$ cat config.mk
export PLATFORM = sky130hd
export DESIGN_NAME = intdiv_seq
export DESIGN_NICKNAME = d
export VERILOG_FILES = /design/src/rtl/intdiv_seq.sv
export SDC_FILE = /design/constraint.sdc
export NUM_CORES = 1
export LEC_CHECK = 0
export BUFFER_PORTS_ARGS = -buffer_cell sky130_fd_sc_hd__buf_2
export CAP_MARGIN = 20
export CELL_PAD_IN_SITES_DETAIL_PLACEMENT = 0
export CELL_PAD_IN_SITES_GLOBAL_PLACEMENT = 1
export CORE_MARGIN = 3
export CORE_UTILIZATION = 30
export DETAILED_ROUTE_END_ITERATION = 8
export PLACE_DENSITY_LB_ADDON = 0.1
export SLEW_MARGIN = 20
export SYNTH_ARGS = -nofsm -noshare
export SYNTH_HDL_FRONTEND = slang
export SYNTH_SLANG_ARGS = --single-unit
export TNS_END_PERCENT = 20
$ cat constraint.sdc
create_clock -name clk -period 11.2 [get_ports clk]
set_input_delay 2.24 -clock clk [delete_from_list [all_inputs] [get_ports clk]]
set_output_delay 2.24 -clock clk [all_outputs]
set_load 0.02 [all_outputs]
$ cat src/rtl/intdiv_seq.sv
// Sequential restoring divider: one quotient bit per clock, valid/ready on both sides.
// Signed mode divides magnitudes and fixes signs on the final iteration (truncating semantics).
module intdiv_seq #(
   parameter int WIDTH = 32
) (
   input  logic             clk,
   input  logic             rst_n,
   input  logic             in_valid,
   output logic             in_ready,
   input  logic [WIDTH-1:0] dividend,
   input  logic [WIDTH-1:0] divisor,
   input  logic             is_signed,
   output logic             out_valid,
   input  logic             out_ready,
   output logic [WIDTH-1:0] quotient,
   output logic [WIDTH-1:0] remainder,
   output logic             div_by_zero
);

   localparam int CW = $clog2(WIDTH + 1);

   typedef enum logic [1:0] {IDLE, RUN, DONE} state_t;

   state_t           state_q;
   logic [CW-1:0]    count_q;
   logic [WIDTH-1:0] rem_q;
   logic [WIDTH-1:0] quo_q;
   logic [WIDTH-1:0] dvs_q;
   logic             neg_quo_q;
   logic             neg_rem_q;
   logic             out_valid_q;
   logic [WIDTH-1:0] quotient_q;
   logic [WIDTH-1:0] remainder_q;
   logic             dbz_q;

   logic             dvd_neg;
   logic             dvs_neg;
   logic [WIDTH-1:0] dvd_mag;
   logic [WIDTH-1:0] dvs_mag;
   logic [WIDTH:0]   rem_sh;
   logic [WIDTH:0]   trial;
   logic [WIDTH-1:0] rem_d;
   logic [WIDTH-1:0] quo_d;

   assign dvd_neg = is_signed & dividend[WIDTH-1];
   assign dvs_neg = is_signed & divisor[WIDTH-1];
   assign dvd_mag = dvd_neg ? -dividend : dividend;
   assign dvs_mag = dvs_neg ? -divisor : divisor;

   // The partial remainder is always below the divisor, so the shifted value fits WIDTH+1 bits
   // and the sign of the WIDTH+1-bit trial difference decides the quotient bit.
   assign rem_sh = {rem_q, quo_q[WIDTH-1]};
   assign trial  = rem_sh - {1'b0, dvs_q};
   assign rem_d  = trial[WIDTH] ? rem_sh[WIDTH-1:0] : trial[WIDTH-1:0];
   assign quo_d  = {quo_q[WIDTH-2:0], ~trial[WIDTH]};

   always_ff @(posedge clk or negedge rst_n) begin
      if (!rst_n) begin
         state_q     <= IDLE;
         count_q     <= '0;
         rem_q       <= '0;
         quo_q       <= '0;
         dvs_q       <= '0;
         neg_quo_q   <= 1'b0;
         neg_rem_q   <= 1'b0;
         out_valid_q <= 1'b0;
         quotient_q  <= '0;
         remainder_q <= '0;
         dbz_q       <= 1'b0;
      end else begin
         case (state_q)
            IDLE: begin
               if (in_valid) begin
                  if (divisor == '0) begin
                     quotient_q  <= '1;
                     remainder_q <= dividend;
                     dbz_q       <= 1'b1;
                     out_valid_q <= 1'b1;
                     state_q     <= DONE;
                  end else begin
                     dvs_q     <= dvs_mag;
                     quo_q     <= dvd_mag;
                     rem_q     <= '0;
                     count_q   <= CW'(WIDTH);
                     neg_quo_q <= dvd_neg ^ dvs_neg;
                     neg_rem_q <= dvd_neg;
                     state_q   <= RUN;
                  end
               end
            end
            RUN: begin
               rem_q   <= rem_d;
               quo_q   <= quo_d;
               count_q <= count_q - CW'(1);
               if (count_q == CW'(1)) begin
                  quotient_q  <= neg_quo_q ? -quo_d : quo_d;
                  remainder_q <= neg_rem_q ? -rem_d : rem_d;
                  dbz_q       <= 1'b0;
                  out_valid_q <= 1'b1;
                  state_q     <= DONE;
               end
            end
            DONE: begin
               if (out_ready) begin
                  out_valid_q <= 1'b0;
                  state_q     <= IDLE;
               end
            end
            default: state_q <= IDLE;
         endcase
      end
   end

   assign in_ready    = (state_q == IDLE);
   assign out_valid   = out_valid_q;
   assign quotient    = quotient_q;
   assign remainder   = remainder_q;
   assign div_by_zero = dbz_q;

endmodule

==> flow_summary.json <==
{
  "skew_ns": 0.0127,
  "pre_cts_slack_ns": 5.01,
  "seq_power_share_pct": 22.9,
  "ys_types": 93,
  "path_buf_inv": 3,
  "drt_wl_total_um": 38800,
  "hold_end": "dvs_q[23]",
  "n_fill_cell": 4252,
  "fin_tns_setup_ns": 0,
  "r2r_start": "rem_q[16]",
  "endpoint_kind": "flop",
  "grt_use_total_pct": 18.0,
  "h-tree-depth": 4,
  "max_stage_delay_ns": 0.66,
  "worst_pin_slew_ns": 0.955,
  "syn_area_mm2": 0.0122,
  "crit_start": "divisor[0]",
  "place_congestion": 0.845,
  "power_switching_mw": 2.78,
  "finalWorstSetupSlack_ns": 5.53,
  "first_global_vias": 10700,
  "required_ns": 11.56,
  "worst_skew_pair.late_latency_ns": 0.45,
  "final_common_cell": "o21ai_0",
  "synthFlopType": "dfrtp_1",
  "cts_resized": 0,
  "synth-seq-cells": 172,
  "slew_violations": 0,
  "ff2ff_path_depth": 17,
  "dpl.hpwl_um": 29300,
  "final_cell_mix": "191 x o21ai_0, 172 x dfrtp_1, 167 x nand2_1, 136 x a21oi_1, 134 x buf_2",
  "placement.io_buffers": 135,
  "postCtsHoldBufs": 0,
  "grt_pass1_wl_um": 62400,
  "synthTopCellsByArea": "dfrtp_1 35%, o21ai_0 7.8%, a21oi_1 5.6%",
  "cts_buffers": 17,
  "min_from": "dvs_q[23]",
  "slew_headroom_pct": 36.3,
  "cts_setup_buffers": 0,
  "drc_errors": 0,
  "die-area_mm2": 0.0431,
  "fin_nets": 1689,
  "ys.warnings.count": 0,
  "crit_cells": 13,
  "core-area_mm2": 0.0399,
  "root_buffer": "clkbuf_16",
  "chipHeight_um": 208,
  "wl_per_cell_um": 18.3,
  "finalPower_mw": 5.35,
  "start_util_pct": 30.6,
  "cp_common_cell": "nand2_1",
  "cts_tree": "done",
  "min_period_over_period_pct": 50.6,
  "irDropWorstVdd_mv": 0.209,
  "fin_util_pct": 34.7,
  "status": "finished clean",
  "clkTransAtPathRegs_ns": 0.08,
  "slowest_stage": "nand2_1",
  "arrival_ns": 6.03,
  "area_delta_synth_final_pct": 13.6,
  "timing.rr.end": "remainder[30]",
  "hold_viol": 0,
  "start_kind": "input port",
  "maxCapViolations": 0,
  "crit_type": "input port to flop",
  "grt_max_degree": 96,
  "syn_avg_cell_area_um2": 8.16,
  "clockPowerShare_pct": 11.7,
  "crit_chain": "buf_2, inv_1, ha_1, nor3b_1, nand3b_1, nor4_1, nand2_1, nor2_1, and3_1, o21a_1, buf_4, nand2_1, o21ai_0",
  "dr_total_vias": 10800,
  "clock-sinks": 172,
  "synth_top_area_share_pct": 35.3,
  "crit_family": "simple AND/OR/NAND/NOR gates",
  "r2r_slack_ns": 5.77,
  "antenna_cells": 0,
  "die_w_um": 208,
  "grt-ovfl-total": 0,
  "p_int_mw": 2.57,
  "comb_power_share_pct": 65.4,
  "ioPinCount": 136,
  "firstDrtPassIters": 5,
  "syn-num-nets": 1603,
  "leakagePower_nw": 5.74,
  "whs_path_depth": 2,
  "rsz0062_at_grt": "false",
  "holdWs_ns": 0.480,
  "ys_seq_area_share_pct": 35.3,
  "clock_path_buffers": 2,
  "fmax_ghz": 0.176,
  "swShare_pct": 52.0,
  "viasPerCell": 5.12,
  "syn_inst": 1495,
  "cp_max_fo": 40,
  "setup_viol": 0,
  "fin_crit_ns": 5.67,
  "async_flop_share_pct": 100,
  "hp-class": "flop to flop",
  "p_per_area_mw_per_mm2": 386,
  "ant_nets": 0,
  "synth-edff-count": 0,
  "yosysTopAreaCell": "dfrtp_1",
  "drt-initial-drc-count": 671,
  "drive_gt1_share_pct": 14.1,
  "antenna_found_initial": 0,
  "num_rows": 73
}
## cells in the mapped netlist, types with 30 or more instances
cell,n
dfrtp_1,172
a21oi_1,136
xnor2_1,65
ha_1,38
inv_1,50
nand2_1,167
o21ai_0,191
xor2_1,69
a22oi_1,33
clkbuf_1,57
nor2_1,134
o31ai_1,30
## cell type report
class                   instances  area [um^2]  area share (%)
clock buffers                  19          443            3.19
clock inverters                13          155            1.12
inverters                      51          196            1.42
multi-input cells            1190         7320            52.8
flip-flops and latches        172         4300            31.0
well taps                     525          657            4.74
repair buffers                149          787            5.68
## worst register-to-register path, cell delays in order, from the launching register on
cell	delay [ns]
dfrtp_1	0.48
ha_1	0.45
a21oi_1	0.15
o21ai_1	0.34
a211oi_2	0.18
o31ai_1	0.57
o21a_2	0.43
nor2_4	0.09
inv_6	0.30
nor2_1	0.11
a21oi_1	0.29
ha_1	0.32
nand3_1	0.12
o31a_1	0.34
nand4b_1	0.40
o31ai_1	0.38
xor2_1	0.25
a21oi_1	0.10
## registers in the layout, indices dropped and copies added, names as in the netlist
| name | cells |
|---|---|
| out_valid | 1 |
| quotient | 32 |
| div_by_zero | 1 |
| neg_rem_q | 1 |
| remainder | 32 |
| neg_quo_q | 1 |
| quo_q | 32 |
| count_q | 6 |
| state_q | 2 |
| dvs_q | 32 |
| rem_q | 32 |
## kinds of logic after synthesis
family,Yosys count,share of synthesized area [%]
AOI/OAI and AO/OA,514,25.4
and+or+nand+nor,482,19.1
DFF,172,35.3
xor gates and xnor gates,134,9.62
buffers and inverters,133,4.84
adders and majority gates,39,4.06
muxes,21,1.73
## stage by stage
step	instances	instance area (um^2)
floorplan	1495	12200
global placement	2087	13300
detailed placement	2087	13300
finish	2119	13900
CTS	2119	13900
global route	2119	13900
## per-layer routing
metal | track usage (%) | share of wire, %
met3 | 2.16 | 3.2
met2 | 29.2 | 46
met1 | 25.8 | 50
met4 | 3.77 | 0.84
met5 | 0 | 0
## how the worst max path moves through the flow
stage                         end  slack [ns]
global route         remainder[5]        5.09
global placement    remainder[18]        5.09
floorplan            quotient[17]        6.37
detailed placement  remainder[18]        5.01
finish              remainder[18]        5.53
CTS                  remainder[5]        5.47
## power groups by stage
stage                     clock network, mW  logic, mW  registers, mW
after floorplan                           0       2.55           1.24
after global placement                    0       3.49           1.24
after detailed placement                  0       3.50           1.24
after CTS                             0.645       3.52           1.23
after global routing                  0.670       3.93           1.27
final                                 0.627       3.50           1.23
Power figures use the tool's default switching activity.
